$ cat src/rtl/fifo_pkg.sv
// Shared constants and helpers for the synchronous FIFO controller.
package fifo_pkg;

  localparam int unsigned FIFO_ADDRESS_WIDTH = 6;
  localparam int unsigned FIFO_DATA_WIDTH    = 32;

  // Pointers carry one extra wrap bit above the RAM address.
  function automatic int unsigned ptr_width(input int unsigned aw);
    return aw + 1;
  endfunction

endpackage : fifo_pkg

$ cat src/rtl/fifo_ctrl_ram_dual.sv
// Simple dual-port storage: synchronous write, asynchronous read, no reset on contents.
module ram_dual
  import fifo_pkg::*;
#(
  parameter int unsigned ADDRESS_WIDTH = FIFO_ADDRESS_WIDTH,
  parameter int unsigned DATA_WIDTH    = FIFO_DATA_WIDTH
) (
  input  logic                     clk_i,
  input  logic                     we_i,
  input  logic [ADDRESS_WIDTH-1:0] waddr_i,
  input  logic [DATA_WIDTH-1:0]    wdata_i,
  input  logic [ADDRESS_WIDTH-1:0] raddr_i,
  output logic [DATA_WIDTH-1:0]    rdata_c_o
);

  localparam int unsigned DEPTH = 1 << ADDRESS_WIDTH;

  logic [DATA_WIDTH-1:0] mem_q [DEPTH];

  // Write port: one entry per accepted push.
  always_ff @(posedge clk_i) begin
    if (we_i) begin
      mem_q[waddr_i] <= wdata_i;
    end
  end

  // Read port is combinational so the head entry falls through.
  assign rdata_c_o = mem_q[raddr_i];

endmodule : ram_dual

$ cat src/rtl/fifo_ctrl.sv
// Synchronous FIFO controller with first-word fall-through over ram_dual.
// Optional build macro FIFO_ERR_FLAGS_EN: builds the sticky overflow/underflow
// flags and their clear; otherwise both flags read 0 and the clear is ignored.
module fifo_ctrl
  import fifo_pkg::*;
#(
  parameter int unsigned ADDRESS_WIDTH = FIFO_ADDRESS_WIDTH,
  parameter int unsigned DATA_WIDTH    = FIFO_DATA_WIDTH
) (
  input  logic                     fifo_clk_i,
  input  logic                     fifo_rst_n_i,
  input  logic                     fifo_push_i,
  input  logic [DATA_WIDTH-1:0]    fifo_writedata_i,
  input  logic                     fifo_pop_i,
  output logic [DATA_WIDTH-1:0]    fifo_readdata_o,
  output logic                     fifo_empty_o,
  output logic                     fifo_full_o,
  output logic [ADDRESS_WIDTH:0]   fifo_count_o,
  input  logic                     fifo_err_clr_i,
  output logic                     fifo_overflow_o,
  output logic                     fifo_underflow_o
);

  localparam int unsigned AW = ADDRESS_WIDTH;
  localparam int unsigned PW = ptr_width(ADDRESS_WIDTH);

  logic [PW-1:0] wr_ptr_q, wr_ptr_d;
  logic [PW-1:0] rd_ptr_q, rd_ptr_d;
  logic          empty_c, full_c;
  logic          push_ok_c, pop_ok_c;
  logic          push_rej_c, pop_rej_c;

  // Occupancy flags from the registered pointers.
  assign empty_c = (wr_ptr_q == rd_ptr_q);
  assign full_c  = (wr_ptr_q[AW-1:0] == rd_ptr_q[AW-1:0]) &&
                   (wr_ptr_q[AW] != rd_ptr_q[AW]);

  // Request acceptance; a pop while full frees the slot the push reuses.
  assign pop_ok_c   = fifo_pop_i && !empty_c;
  assign push_ok_c  = fifo_push_i && (!full_c || pop_ok_c);
  assign push_rej_c = fifo_push_i && !push_ok_c;
  assign pop_rej_c  = fifo_pop_i && !pop_ok_c;

  // Pointer next-state: each advances by one on its accepted request.
  always_comb begin
    wr_ptr_d = wr_ptr_q;
    rd_ptr_d = rd_ptr_q;
    if (push_ok_c) begin
      wr_ptr_d = wr_ptr_q + PW'(1);
    end
    if (pop_ok_c) begin
      rd_ptr_d = rd_ptr_q + PW'(1);
    end
  end

  // Pointer registers; reset discards all entries at once.
  always_ff @(posedge fifo_clk_i or negedge fifo_rst_n_i) begin
    if (!fifo_rst_n_i) begin
      wr_ptr_q <= '0;
      rd_ptr_q <= '0;
    end else begin
      wr_ptr_q <= wr_ptr_d;
      rd_ptr_q <= rd_ptr_d;
    end
  end

`ifdef FIFO_ERR_FLAGS_EN
  logic overflow_q,  overflow_d;
  logic underflow_q, underflow_d;

  // Sticky error next-state: a new event wins over a clear in the same cycle.
  always_comb begin
    overflow_d  = overflow_q;
    underflow_d = underflow_q;
    if (fifo_err_clr_i) begin
      overflow_d  = 1'b0;
      underflow_d = 1'b0;
    end
    if (push_rej_c) begin
      overflow_d = 1'b1;
    end
    if (pop_rej_c) begin
      underflow_d = 1'b1;
    end
  end

  // Sticky error registers.
  always_ff @(posedge fifo_clk_i or negedge fifo_rst_n_i) begin
    if (!fifo_rst_n_i) begin
      overflow_q  <= 1'b0;
      underflow_q <= 1'b0;
    end else begin
      overflow_q  <= overflow_d;
      underflow_q <= underflow_d;
    end
  end

  assign fifo_overflow_o  = overflow_q;
  assign fifo_underflow_o = underflow_q;
`else
  logic unused_err_c;

  // Error reporting not built: flags read 0 and the clear has no effect.
  assign unused_err_c     = fifo_err_clr_i ^ push_rej_c ^ pop_rej_c;
  assign fifo_overflow_o  = 1'b0;
  assign fifo_underflow_o = 1'b0;
`endif

  assign fifo_empty_o = empty_c;
  assign fifo_full_o  = full_c;
  assign fifo_count_o = wr_ptr_q - rd_ptr_q;

  // Storage: written at the tail, read combinationally at the head.
  ram_dual #(
    .ADDRESS_WIDTH (ADDRESS_WIDTH),
    .DATA_WIDTH    (DATA_WIDTH)
  ) u_ram (
    .clk_i     (fifo_clk_i),
    .we_i      (push_ok_c),
    .waddr_i   (wr_ptr_q[AW-1:0]),
    .wdata_i   (fifo_writedata_i),
    .raddr_i   (rd_ptr_q[AW-1:0]),
    .rdata_c_o (fifo_readdata_o)
  );

endmodule : fifo_ctrl

$ cat config.mk
export PLATFORM = sky130hd
export DESIGN_NAME = fifo_ctrl
export DESIGN_NICKNAME = d
export VERILOG_FILES = /design/src/rtl/fifo_pkg.sv /design/src/rtl/fifo_ctrl_ram_dual.sv /design/src/rtl/fifo_ctrl.sv
export SDC_FILE = /design/constraint.sdc
export NUM_CORES = 2
export LEC_CHECK = 0
export BUFFER_PORTS_ARGS = -buffer_cell sky130_fd_sc_hd__clkbuf_2
export CAP_MARGIN = 10
export CORE_MARGIN = 2
export CORE_UTILIZATION = 45
export DETAILED_ROUTE_END_ITERATION = 10
export GPL_ROUTABILITY_DRIVEN = 0
export PLACE_DENSITY_LB_ADDON = 0.25
export RECOVER_POWER = 100
export SLEW_MARGIN = 0
export SYNTH_ARGS = -nofsm -noshare
export SYNTH_HDL_FRONTEND = slang
export SYNTH_SLANG_ARGS = --single-unit
$ cat constraint.sdc
create_clock -name fifo_clk_i -period 4.87 [get_ports fifo_clk_i]
set_input_delay 0.487 -clock fifo_clk_i [delete_from_list [all_inputs] [get_ports fifo_clk_i]]
set_output_delay 0.487 -clock fifo_clk_i [all_outputs]
set_load 0.01 [all_outputs]
==> out/metrics.cfg <==
[run_status]
result_of_the_run = finished with violations
failing_checks = capacitance limit, slew limit

[synthesis]
yosys.area.top_type = sky130_fd_sc_hd__edfxtp_1
synth_enable_flop_cells = 2048
synth.yosys.warnings = 0
async_reset_ff_share_pct = 0.679
area_of_the_mapped_netlist_sq_mm = 0.0787
ys_dominant_reg_cell = sky130_fd_sc_hd__edfxtp_1
yosysMostFrequentCell = sky130_fd_sc_hd__edfxtp_1
synth_top_cell_area_share_pct = 78.1
yosysUniqueCellTypes = 48
syn-mean-instance-area_sq_um = 22.0
synth_simple_gate_area_share_pct = 1.65
synth_xor_area_share_pct = 0.211
post_synth_inst_count = 3574
post_synth_most_frequent_cells = 2048 x sky130_fd_sc_hd__edfxtp_1, 451 x sky130_fd_sc_hd__mux4_2, 184 x sky130_fd_sc_hd__a22oi_1, 155 x sky130_fd_sc_hd__nand2_1, 124 x sky130_fd_sc_hd__mux2i_1
largest_family_of_logic_cells_by_synthesized_area = multiplexers
yosys-mux-area-fraction_pct = 14.5
fraction_of_the_mapped_netlist_area_in_adder_cells_pct = 0.153
yosys-top-cells-area = sky130_fd_sc_hd__edfxtp_1 78%, sky130_fd_sc_hd__mux4_2 13%, sky130_fd_sc_hd__a22oi_1 1.8%
synth_sequential_area_ratio_pct = 78.5
fraction_of_the_mapped_netlist_area_in_compound_gates_pct = 3.51
number_of_synthesized_register_bits = 2062

[place]
port_buffers = 76
estimated_wirelength_of_the_detail_placed_design_microns = 107000
placement.cell_area_sq_mm = 0.0836

[routing]
routed_vias = 37730
route.detailed.drc = 0
drt_initial_violations = 4641
totalWireLength_microns = 196000
post_drt_via_cell_ratio = 5.95
number_of_search_and_repair_iterations_in_the_first_detailed_routing_pass = 5
avgRoutedWirePerCell_microns = 31.0
ant_nets = 0

[critical_path]
worst-setup-path-type = flop to output pin
worst_setup_start_kind = flop
path_buf_inv = 3
crit_path_max_cell_delay_ps = 760
worst_setup_path_end_kind = output pin
cp_slowest_cell = sky130_fd_sc_hd__dfrtp_4
path_cells = buf_4 -> buf_4 -> mux4_2 -> a22oi_1 -> a21oi_1 -> nor2_1 -> o22ai_1 -> clkbuf_1
critical_path_arrival_ps = 4300
reg2reg_slack_ps = 280
worstPathRequired_ps = 4380
worst_path_dominant_cell_family = buffers and inverters
worst_path_most_repeated_cell = sky130_fd_sc_hd__buf_4
maximum_fanout_along_the_worst_path = 13

[sta]
unrepaired_setup_endpoints_after_global_routing = no
max_slew_margin_pct = -157
fin_tns_setup_ps = 0
fmax_ghz = 0.209
minimum_period_implied_by_the_final_worst_setup_slack_ps = 4780
setup_violations = 0
worst-slew-pin-transition_ps = 3850
final.setup_skew_ps = 30.2
whs_ps = 217
timing.final.max_slew_violations = 2081
timing.final.crit_share_pct = 98.2
report.final.hold_viol_count = 0

[global_route]
grt_pass1_wl_microns = 278000
number_of_global_route_vias_before_repair = 37575
grt_antenna_before_repair = 3
aggregate_global_routing_overflow = 0
maximum_number_of_pins_on_one_net_before_global_route_repair = 89
grt_use_total_pct = 21.9

[finish]
drive_above_1_share_pct = 26.1
final_util_pct = 51.4
area_occupied_by_multi_input_gates_sq_mm = 0.0162
num-nets-final = 3908
flow.area_growth_from_synthesis_pct = 13.5
register_area_sq_mm = 0.0619
final.fill_count = 13688
finish.instance_area_sq_mm = 0.0894

[power_and_ir_drop]
clock_power_share_pct = 28.6
total_switching_power_mw = 16.9
p_per_area_mw_per_mm2 = 582
power.switching_fraction_pct = 32.5
max-vdd-ir-drop_mv = 0.495
power_mw = 52.1
power_frac_seq_pct = 39.6
comb_power_share_pct = 31.8
leakagePower_nw = 28.0
internal_portion_of_total_power_mw = 35.1

[flow_run]
max_cap_viol_count = 32

[clock_tree]
cts_root_buffer = sky130_fd_sc_hd__clkbuf_16
clock-sinks = 2062
htreeDepth = 4
cts_buffer_depth = 3
cts_repair_resize_count = 0
tritoncts = yes
worst_skew_pair.late_latency_ps = 820
clkSlewWorstSetupHoldPaths_ps = 60
cts_inserted_buffers = 196

[floorplan]
start_util_pct = 45.3
rows = 153
floorplan.die_area_sq_mm = 0.178
core_area_sq_mm = 0.174
io-pin-count = 80
chip_height_microns = 422
die_w_microns = 422

[worst_hold_path]
hold_path_class = input port to flop

[layout make-up]
type / instances / share of cell area, %
multi-input combinational: 1296 / 18.2
clock buffer: 252 / 5.86
antenna: 3 / 0.00840
tap: 2325 / 3.25
sequential: 2062 / 69.2
timing repair buffer: 295 / 2.38
inverter: 11 / 0.0462
clock inverter: 102 / 1.07
[state kept, by name (all words and copies together) (netlist names)]
register     cells
u_ram.mem_q   2048
wr_ptr_q         7
rd_ptr_q         7
[power by group through the flow]
stage                     sequential [mW]  combinational [mW]  clock, mW
after floorplan                      20.7                9.81          0
after global placement               20.9                16.5          0
after detailed placement             21.0                16.5          0
after CTS                            20.6                16.6       15.1
after global routing                 20.7                17.2       15.8
final                                20.6                16.5       14.9
[per-layer routing]
metal  GRT usage (%)  routed length [microns]  vias to the layer above
met5               0                        9                        -
met4            7.76                     6900                        2
met3            3.38                    13900                      269
met2            34.1                    93100                     1498
met1            31.7                    82600                    20257
li1                -                        -                    15704
[kinds of logic (layout without fill, tap and decap cells)]
group,after synthesis,after routing
flops,2062,2062
mux,579,579
compound gates,369,369
simple gates,318,318
buf+inv,217,660
xor+xnor,19,19
fa+ha+maj,9,9
other cells,1,5
[path summary, 6_finish.rpt]
check,from,to,cells after the start
max in group asynchronous,fifo_rst_n_i,rd_ptr_q[2]$_DFFE_PN0P_,2
max,rd_ptr_q[0]$_DFFE_PN0P_,fifo_readdata_o[11],8
min reg2reg,wr_ptr_q[6]$_DFFE_PN0P_,wr_ptr_q[6]$_DFFE_PN0P_,1
max reg2reg,rd_ptr_q[0]$_DFFE_PN0P_,u_ram.mem_q[16][4]$_DFFE_PP_,10
min in group asynchronous,fifo_rst_n_i,rd_ptr_q[6]$_DFFE_PN0P_,2
min,fifo_pop_i,wr_ptr_q[0]$_DFFE_PN0P_,3
[cells in the final DEF (no fill, tap or decap), drive strengths merged, types with 5 or more instances in the layout]
cell type / count
nand2: 155
mux4: 451
mux2i: 124
inv: 12
nor3: 30
o21ai: 35
a22o: 5
edfxtp: 2048
clkbuf: 410
a221oi: 64
xor2: 6
clkinv: 76
a22oi: 184
a21oi: 38
xnor2: 13
a221o: 31
nor2: 111
bufinv: 18
ha: 8
buf: 135
nand3: 8
dfrtp: 14
clkinvlp: 7
[tightest hold or removal path, delay by kind of cell]
family	cells	cell delay, ps
buffers and inverters	1	130
XOR/XNOR	1	160
AO/OA/AOI/OAI	1	210
[repair_timing]
action,4_1_cts,5_1_grt
cloned,0,0
endpoints found under the hold margin,15,0
hold buffers,2,0
buffers inserted,1,5
pin swaps,0,1
endpoints found under the setup margin,2,2
[per-stage QoR]
step                setup WS [ps]  std cells
finish                       86.7       6346
global route                 14.4       6344
CTS                          77.0       6338
detailed placement            761       5981
global placement              778       5981
floorplan                     730       3575
Power figures use the tool's default switching activity.
